## src/rtl/reduce_sequencer_if.sv

```systemverilog
// Bundle between the reduction controller and its environment: command,
// chunk handshake toward the adder tree, and the result handshake.
interface reduce_sequencer_if #(
    parameter int DATA_WIDTH = 32,
    parameter int CNT_W      = 8
);
    logic                  start;
    logic [CNT_W-1:0]      num_chunks;
    logic                  busy;
    logic                  in_valid;
    logic                  in_ready;
    logic                  tree_enable;
    logic [DATA_WIDTH-1:0] tree_sum;
    logic                  out_valid;
    logic                  out_ready;
    logic [DATA_WIDTH-1:0] out_data;
    logic                  done;

    // Handshakes: a chunk moves on a rising edge where in_valid && in_ready;
    // the result moves on a rising edge where out_valid && out_ready. A valid
    // source never withdraws or changes its payload while waiting for ready.
    modport slave (
        input  start, num_chunks, in_valid, tree_sum, out_ready,
        output busy, in_ready, tree_enable, out_valid, out_data, done
    );

    modport master (
        output start, num_chunks, in_valid, tree_sum, out_ready,
        input  busy, in_ready, tree_enable, out_valid, out_data, done
    );
endinterface

```

## src/rtl/reduce_sequencer.sv

```systemverilog
// Controller for a LAYER-stage pipelined adder tree: feeds num_chunks chunks,
// tracks which tree outputs are real via a tag pipe, and accumulates them.
module reduce_sequencer #(
    parameter int DATA_WIDTH = 32,
    parameter int LAYER      = 2,
    parameter int CNT_W      = 8
) (
    input  logic              clk,
    input  logic              rst,
    reduce_sequencer_if.slave bus,
    output logic [1:0]        dbg_state_o
);
    typedef enum logic [1:0] {
        S_IDLE  = 2'd0,
        S_FEED  = 2'd1,
        S_DRAIN = 2'd2,
        S_OUT   = 2'd3
    } state_t;

    // Tag pattern when only the final chunk remains, sitting at the tree output.
    localparam logic [LAYER-1:0] TAG_LAST = LAYER'(1) << (LAYER - 1);

    state_t                state_q, state_d;
    logic [CNT_W-1:0]      cnt_q, cnt_d;
    logic [LAYER-1:0]      tag_q, tag_d;
    logic [DATA_WIDTH-1:0] acc_q, acc_d;
    logic                  done_q, done_d;
    logic                  tree_en;
    logic                  accept;

    always_ff @(posedge clk or negedge rst) begin
        if (!rst) begin
            state_q <= S_IDLE;
            cnt_q   <= '0;
            tag_q   <= '0;
            acc_q   <= '0;
            done_q  <= 1'b0;
        end else begin
            state_q <= state_d;
            cnt_q   <= cnt_d;
            tag_q   <= tag_d;
            acc_q   <= acc_d;
            done_q  <= done_d;
        end
    end

    always_comb begin
        state_d = state_q;
        cnt_d   = cnt_q;
        tag_d   = tag_q;
        acc_d   = acc_q;
        done_d  = 1'b0;

        // Tags move in lockstep with the tree stages, so only real chunks are summed.
        if (tree_en) begin
            tag_d = (tag_q << 1) | LAYER'(accept);
            if (tag_q[LAYER-1]) begin
                acc_d = acc_q + bus.tree_sum;
            end
        end

        case (state_q)
            S_IDLE: begin
                if (bus.start) begin
                    acc_d = '0;
                    tag_d = '0;
                    if (bus.num_chunks != '0) begin
                        cnt_d   = bus.num_chunks;
                        state_d = S_FEED;
                    end else begin
                        state_d = S_OUT;
                    end
                end
            end
            S_FEED: begin
                if (accept) begin
                    cnt_d = cnt_q - CNT_W'(1);
                    if (cnt_q == CNT_W'(1)) begin
                        state_d = S_DRAIN;
                    end
                end
            end
            S_DRAIN: begin
                if (tag_q == TAG_LAST) begin
                    state_d = S_OUT;
                end
            end
            S_OUT: begin
                if (bus.out_ready) begin
                    state_d = S_IDLE;
                    done_d  = 1'b1;
                end
            end
            default: state_d = S_IDLE;
        endcase
    end

    always_comb begin
        tree_en         = (state_q == S_FEED) || (state_q == S_DRAIN);
        accept          = (state_q == S_FEED) && bus.in_valid;
        bus.busy        = (state_q != S_IDLE);
        bus.in_ready    = (state_q == S_FEED);
        bus.tree_enable = tree_en;
        bus.out_valid   = (state_q == S_OUT);
        bus.out_data    = acc_q;
        bus.done        = done_q;
        dbg_state_o     = state_q;
    end
endmodule

```

## src/flat_wrapper.sv

```systemverilog
// flat-port wrapper written by rule: the top's interface ports become plain ports
module reduce_sequencer_flat 
#(
    parameter int DATA_WIDTH = 32,
    parameter int LAYER      = 2,
    parameter int CNT_W      = 8
)
  (clk, rst, dbg_state_o, bus_start, bus_num_chunks, bus_in_valid, bus_tree_sum, bus_out_ready, bus_busy, bus_in_ready, bus_tree_enable, bus_out_valid, bus_out_data, bus_done);
  reduce_sequencer_if #(.DATA_WIDTH(DATA_WIDTH), .CNT_W(CNT_W)) bus_i ();
  input  logic clk;
  input  logic rst;
  output logic [1:0] dbg_state_o;
  input wire logic [$bits(bus_i.start)-1:0] bus_start;
  input wire logic [$bits(bus_i.num_chunks)-1:0] bus_num_chunks;
  input wire logic [$bits(bus_i.in_valid)-1:0] bus_in_valid;
  input wire logic [$bits(bus_i.tree_sum)-1:0] bus_tree_sum;
  input wire logic [$bits(bus_i.out_ready)-1:0] bus_out_ready;
  output wire logic [$bits(bus_i.busy)-1:0] bus_busy;
  output wire logic [$bits(bus_i.in_ready)-1:0] bus_in_ready;
  output wire logic [$bits(bus_i.tree_enable)-1:0] bus_tree_enable;
  output wire logic [$bits(bus_i.out_valid)-1:0] bus_out_valid;
  output wire logic [$bits(bus_i.out_data)-1:0] bus_out_data;
  output wire logic [$bits(bus_i.done)-1:0] bus_done;
  assign bus_i.start = bus_start;
  assign bus_i.num_chunks = bus_num_chunks;
  assign bus_i.in_valid = bus_in_valid;
  assign bus_i.tree_sum = bus_tree_sum;
  assign bus_i.out_ready = bus_out_ready;
  assign bus_busy = bus_i.busy;
  assign bus_in_ready = bus_i.in_ready;
  assign bus_tree_enable = bus_i.tree_enable;
  assign bus_out_valid = bus_i.out_valid;
  assign bus_out_data = bus_i.out_data;
  assign bus_done = bus_i.done;
  reduce_sequencer #(.DATA_WIDTH(DATA_WIDTH), .LAYER(LAYER), .CNT_W(CNT_W)) u_core (.clk(clk), .rst(rst), .bus(bus_i), .dbg_state_o(dbg_state_o));
endmodule
```

## config.mk

```make
export PLATFORM = sky130hd
export DESIGN_NAME = reduce_sequencer_flat
export DESIGN_NICKNAME = d
export VERILOG_FILES = /design/src/rtl/reduce_sequencer_if.sv /design/src/rtl/reduce_sequencer.sv /design/src/flat_wrapper.sv
export SDC_FILE = /design/constraint.sdc
export NUM_CORES = 1
export LEC_CHECK = 0
export ABC_AREA = 1
export BUFFER_PORTS_ARGS = -buffer_cell sky130_fd_sc_hd__buf_2
export CORE_UTILIZATION = 40
export DETAILED_ROUTE_END_ITERATION = 8
export GPL_TIMING_DRIVEN = 0
export SLEW_MARGIN = 20
export SYNTH_ARGS = -nofsm -noshare
export SYNTH_HDL_FRONTEND = slang
export SYNTH_SLANG_ARGS = --single-unit
```

## constraint.sdc

```tcl
create_clock -name clk -period 1.7 [get_ports clk]
set_input_delay 0.085 -clock clk [delete_from_list [all_inputs] [get_ports clk]]
set_output_delay 0.085 -clock clk [all_outputs]
set_load 0.03 [all_outputs]
```

==> results.yml, run 1 <==
critical_path:
  cp_slowest_stage_delay_ps: 420
  cp.required_ps: 1910
  slowest_stage: "dfrtp_2"
  cp-start-kind: "register"
  cp.buffers_inverters: 1
  path_delay_family: "simple AND/OR/NAND/NOR gates"
  path_class: "register to register"
  path_cells: "ha_4 > fa_2 > nand3_2 > nand3_4 > nand2_2 > nand2_4 > nand3_2 > nand3_2 > nand2_1 > nand3_2 > nand2_1 > inv_1"
  crit_fanout: 4
  cp_common_cell: "nand3_2"
  critical_path_arrival_ps: 2090
  critPathCaptureType: "register"
timing:
  rsz0062_at_grt: "yes"
  period_needed_ps: 1878
  worst_pin_slew_ps: 611.9
  setup_viol: 21
  hold_violations: 0
  max_slew_margin_pct: 59.21
  skew_ps: 12.22
  slew_viol_final: 0
  tns_ps: -2016
  fin_crit_sh_pct: 110.5
  clock.fmax_mhz: 532.5
  setup_ws_ps: -177.8
finish:
  area_growth_pct: 48.04
  drive_above_1_share_pct: 40.02
  insertedDiodeCount: 0
  fill_cells: 1027
  fin_nets: 990
  seq_area_mm2: 0.001149
  multi_input_area_mm2: 0.003890
  final_cell_area_mm2: 0.006855
job:
  drv_cap: 0
synth:
  syn_area_per_cell_um2: 5.983
  synth_cells: 774
  synth_area_mm2: 0.004631
  synth_area_leaders: "dfrtp_1, nand2_1, inv_1, ha_1, nand3_1"
  seq_area_frac_synth_pct: 24.32
  synth_common_cells: "nand2_1, inv_1, nor2_1, nand3_1, dfrtp_1"
  synth_edf_count: 0
  synth_flop_cell: "dfrtp_1"
  synth.most_common_cell: "nand2_1"
  yosysUniqueCellTypes: 34
  synth-seq-cells: 45
  synth_warnings: 0
  synth_area_leader_cell: "dfrtp_1"
  synth_nets: 858
  synth-async-reset-ratio_pct: 100.0
  yosys.area.top_type_share_pct: 24.32
drt:
  wl_per_cell_um: 14.20
  drtAntennaViolNets: 0
  vias: 5171
  drcViolationCount: 0
  vias_per_cell: 4.939
  wirelength_um: 14870
  dr.pass1.iters: 5
  drtIter0Drc: 237
floorplanning:
  coreArea_mm2: 0.01108
  start_util_pct: 41.80
  num_rows: 38
  die-area_mm2: 0.01201
  die_h_um: 109.6
  ios: 84
  die_w_um: 109.6
outcome:
  status: "finished, violations left"
  violations: "negative setup slack"
placement:
  gp_congestion: 0.9453
  dpl_cell_area_mm2: 0.005593
  io_buffers: 83
  post-dp-hpwl_um: 10690
clock_network:
  path_clk_slew_ps: 80
  cts_sinks: 45
  cts_tree: "built"
  clockBufferDepth: 2
  clkLatencyLatePin_ps: 310
  numCtsBuffers: 5
  htree_num_levels: 2
  cts_root_buf: "clkbuf_16"
global_route:
  grt_max_degree: 46
  grt_pass1_wl_um: 23260
  grt-ovfl-total: 0
  grt_pass1_vias: 4905
  antenna_found_initial: 0
  gr-usage-all-layers_pct: 25.32
power_and_ir_drop:
  p_total_w: 0.01065
  p_per_area_mw_per_mm2: 1554
  peakVddDrop_v: 0.001429
  p_leak_nw: 3.821
min_path:
  min_path_type: "input port to register"
==> metal layers <==
layer / wire length, um / GRT usage [%] / part of all wire (%)
met1: 6810 / 32.46 / 46
met4: 367 / 9.619 / 2.5
met3: 592 / 4.268 / 4.0
met2: 7096 / 42.45 / 48
met5: 0 / 0 / 0
==> worst min-delay path, cell delays in order <==
cell,delay [ps]
buf_2,100
nand2_1,50
a31oi_1,70
==> flip-flops by register name, summed over array words and instances (netlist names) <==
signal	flops
u_core.bus.out_data	32
u_core.cnt_q	8
u_core.dbg_state_o	2
u_core.tag_q	2
u_core.bus.done	1
==> cell type report <==
cell class / count / area share, %
buffer: 10 / 1.059
tap: 140 / 2.555
inverter: 170 / 9.546
sequential: 45 / 16.75
clock buffer: 5 / 1.825
multi-input combinational: 548 / 56.74
clock inverter: 3 / 0.4198
timing repair buffer: 126 / 11.10
==> path summary, 6_finish.rpt <==
path                                   startpoint                 endpoint  depth (start not counted)  slack (ps)
setup reg to reg           u_core.bus.out_data[0]  u_core.bus.out_data[24]                         12        -180
setup / recovery           u_core.bus.out_data[0]  u_core.bus.out_data[24]                         12        -180
hold reg to reg                   u_core.tag_q[0]          u_core.tag_q[1]                          2         540
min in group asynchronous                     rst  u_core.bus.out_data[16]                          2         320
max in group asynchronous                     rst   u_core.bus.out_data[4]                          2         920
hold / removal                  bus_num_chunks[2]          u_core.cnt_q[2]                          3          30
==> report_power, final <==
| part | total (W) | internal (W) | leakage (nW) | switching, W |
|---|---|---|---|---|
| clock network | 0.00110 | 0.000569 | 0.0767 | 0.000530 |
| registers | 0.00191 | 0.00150 | 0.558 | 0.000415 |
| logic | 0.00764 | 0.00307 | 3.19 | 0.00457 |
| total | 0.0106 | 0.00514 | 3.82 | 0.00551 |
==> per-stage QoR <==
stage,hold slack (ps),setup WS (ps),instances,utilization [%]
6_report,32.98,-177.8,1047,61.88
5_1_grt,39.52,-286.1,1047,61.88
4_1_cts,20.93,-156.0,1036,57.38
3_5_place_dp,295.7,-322.1,997,50.49
3_3_place_gp,295.2,-307.5,997,50.49
2_1_floorplan,-210.6,-104.7,774,-
==> timing repair <==
action | 4_1_cts | 5_1_grt
setup buffers | 32 | 11
endpoints found under the setup margin | 33 | 42
pin swaps | 46 | 69
hold buffers | 1 | 1
resized for setup | 93 | 117
endpoints found under the hold margin | 1 | 45
==> cells in the final DEF, fill, tap and decap left out, drive strengths merged, types with 2 or more instances in the layout <==
master and n:
clkbuf 8, nand4 2, nand3 54, o211ai 5
o21bai 7, xnor2 8, a21oi 34, nand2 268
xor2 7, a211oi 2, dfrtp 45, and2 3
a21o 2, or2 5, inv 172, nor2 63
dlygate4sd3 2, a31oi 2, buf 131, nor3 3
ha 38, o21ai 42
==> kinds of logic (layout without fill, tap and decap cells) <==
group	Yosys count	after routing	synth area share, %
AOI/OAI and AO/OA	95	95	11.21
xor gates and xnor gates	15	15	2.837
adders and majority gates	39	39	10.70
buffers and inverters	181	314	15.02
DFF	45	45	24.32
and+or+nand+nor	399	399	35.91
Note: power is estimated with default switching activity, not from simulation.
==> run 2: changes to the inputs <==
--- a/config.mk
+++ b/config.mk
@@ -7,9 +7,12 @@
 export LEC_CHECK = 0
 export ABC_AREA = 1
 export BUFFER_PORTS_ARGS = -buffer_cell sky130_fd_sc_hd__buf_2
-export CORE_UTILIZATION = 40
+export CELL_PAD_IN_SITES_DETAIL_PLACEMENT = 1
+export CELL_PAD_IN_SITES_GLOBAL_PLACEMENT = 1
+export CORE_UTILIZATION = 35
 export DETAILED_ROUTE_END_ITERATION = 8
 export GPL_TIMING_DRIVEN = 0
+export PLACE_DENSITY_LB_ADDON = 0.1
 export SLEW_MARGIN = 20
 export SYNTH_ARGS = -nofsm -noshare
 export SYNTH_HDL_FRONTEND = slang
==> run 2 against run 1 <==
Compared with the run above:
- the flow still finishes with violations (negative setup slack)
- critical path depth is 3 lower
- clock power is essentially flat
- clock-buffer cell count did not move
- flip-flop and latch count is the same
- global-route usage rose by 0.19 points
- combinational power increased by 5.9%
- setup slack lost 130 ps
- critical endpoint is now u_core.bus.out_data[10]
- largest cell class unchanged
- largest power group unchanged
==> results.yml, run 2 (synthesis gave the netlist of run 1 again) <==
floorplanning:
  start_util_pct: 36.25
  die_h_um: 117.0
  coreArea_mm2: 0.01277
  num_rows: 41
  die_w_um: 117.0
  die-area_mm2: 0.01369
  ios: 84
timing:
  skew_ps: 5.130
  setup_viol: 22
  rsz0062_at_grt: "yes"
  fin_crit_sh_pct: 118.3
  slew_viol_final: 0
  clock.fmax_mhz: 497.2
  hold_violations: 0
  worst_pin_slew_ps: 619.7
  max_slew_margin_pct: 58.69
  period_needed_ps: 2011
  setup_ws_ps: -311.4
critical_path:
  cp.required_ps: 1900
  slowest_stage: "dfrtp_2"
  cp-start-kind: "register"
  path_delay_family: "adder cells"
  critPathCaptureType: "register"
  crit_fanout: 4
  critical_path_arrival_ps: 2210
  cp_slowest_stage_delay_ps: 430
  cp.buffers_inverters: 3
  path_cells: "ha_4 > fa_2 > buf_4 > nand3_2 > nand3_4 > buf_6 > xor2_1 > o21bai_1 > inv_1"
  path_class: "register to register"
power_and_ir_drop:
  swShare_pct: 52.84
  p_per_area_mw_per_mm2: 1577
  p_leak_nw: 3.897
  p_total_w: 0.01113
  pwr-share-seq_pct: 17.3
  p_int_w: 0.005248
  peakVddDrop_v: 0.0009880
  clockPowerShare_pct: 10.0
  power_frac_comb_pct: 72.7
  netSwitchingPower_w: 0.005881
min_path:
  min_path_type: "input port to register"
global_route:
  grt-ovfl-total: 0
  grt_pass1_wl_um: 26410
  antenna_found_initial: 0
  grt_pass1_vias: 5363
  grt_max_degree: 24
  gr-usage-all-layers_pct: 25.52
finish:
  drive_above_1_share_pct: 41.42
  final_common_cell: "nand2_1"
  insertedDiodeCount: 0
  seq_area_mm2: 0.001150
  largest_reg_flops: 32
  mostFrequentLayoutCells: "nand2_1, inv_1, buf_2"
  fin_nets: 998
  fin_cells: 1087
  fill_cells: 1655
  area_growth_pct: 52.36
  final_cell_area_mm2: 0.007056
  multi_input_area_mm2: 0.003966
drt:
  drcViolationCount: 0
  drtAntennaViolNets: 0
  drtIter0Drc: 200
  vias: 5447
  dr.pass1.iters: 4
  wirelength_um: 18450
  wl_per_cell_um: 16.98
  vias_per_cell: 5.011
outcome:
  violations: "negative setup slack"
  status: "finished, violations left"
placement:
  dpl_cell_area_mm2: 0.005653
  post-dp-hpwl_um: 12900
  dp_slack_ps: -340.8
  place_inst: 1030
  io_buffers: 83
  gp_congestion: 0.9173
clock_network:
  htree_num_levels: 2
  clockBufferDepth: 2
  cts_tree: "built"
  cts_sinks: 45
  clkLatencyLatePin_ps: 310
  cts_root_buf: "clkbuf_16"
  numCtsBuffers: 5
  path_clk_slew_ps: 80
job:
  drv_cap: 0
-- run 2: cell count changes in the layout (fill, tap and decap cells not counted), moves of 2 or more --
cell,delta
nand3_1,+2
a21oi_4,+2
xnor2_2,-2
a21oi_1,-2
buf_4,+5
nand2_1,-5
nand2_4,+4
nor2_1,-3
nor2_2,+2
xnor2_1,+2
nand3_2,-3
-- run 2: layer usage --
layer	track usage (%)	part of all wire, %
met5	0	0
met4	6.498	3.4
met3	3.862	3.7
met2	46.79	50
met1	31.09	43
-- run 2: path summary, 6_finish.rpt --
check,depth (start not counted),from,slack [ps],endpoint
worst max register to register,9,u_core.bus.out_data[0],-310,u_core.bus.out_data[10]
worst min-delay path,3,bus_num_chunks[4],60,u_core.cnt_q[4]
max in group asynchronous,3,rst,820,u_core.bus.out_data[4]
worst min register to register,2,u_core.tag_q[0],550,u_core.tag_q[1]
worst max-delay path,9,u_core.bus.out_data[0],-310,u_core.bus.out_data[10]
min in group asynchronous,2,rst,310,u_core.bus.out_data[17]
-- run 2: cell type report --
| class | instances | area share [%] |
|---|---|---|
| multi-input cells | 548 | 56.22 |
| well taps | 172 | 3.050 |
| flip-flops and latches | 45 | 16.30 |
| clock inverters | 3 | 0.4079 |
| repair buffers | 134 | 11.83 |
| inverters | 170 | 9.310 |
| clock buffers | 5 | 1.773 |
| plain buffers | 10 | 1.117 |
-- run 2: worst min-delay path: stages --
cell,delay [ps]
buf_2,90
o211ai_1,80
o21ai_1,80
-- run 2: stage by stage --
step | setup TNS, ps | hold slack (ps) | util, %
final | -3002 | 55.78 | 55.24
after global routing | -5420 | 53.78 | 55.24
after CTS | -1678 | 55.71 | 51.14
after detailed placement | -7654 | 130.8 | 44.26
after global placement | -6762 | 295.3 | 44.10
after floorplan | -889.5 | -210.6 | -
-- run 2: timing repair --
action,CTS,global route
resized for setup,126,103
gates cloned,0,0
hold buffers,2,0
setup buffers,29,20
pin swaps,56,74
hold endpoints to repair,23,0
endpoints found under the setup margin,37,35
-- run 2: power by group through the flow --
stage / sequential [W] / combinational (W) / clock, W
finish: 0.00193 / 0.00809 / 0.00111
global route: 0.00197 / 0.00884 / 0.00119
CTS: 0.00191 / 0.00708 / 0.00113
detailed placement: 0.00194 / 0.00602 / 0
global placement: 0.00190 / 0.00584 / 0
floorplan: 0.00240 / 0.00388 / 0
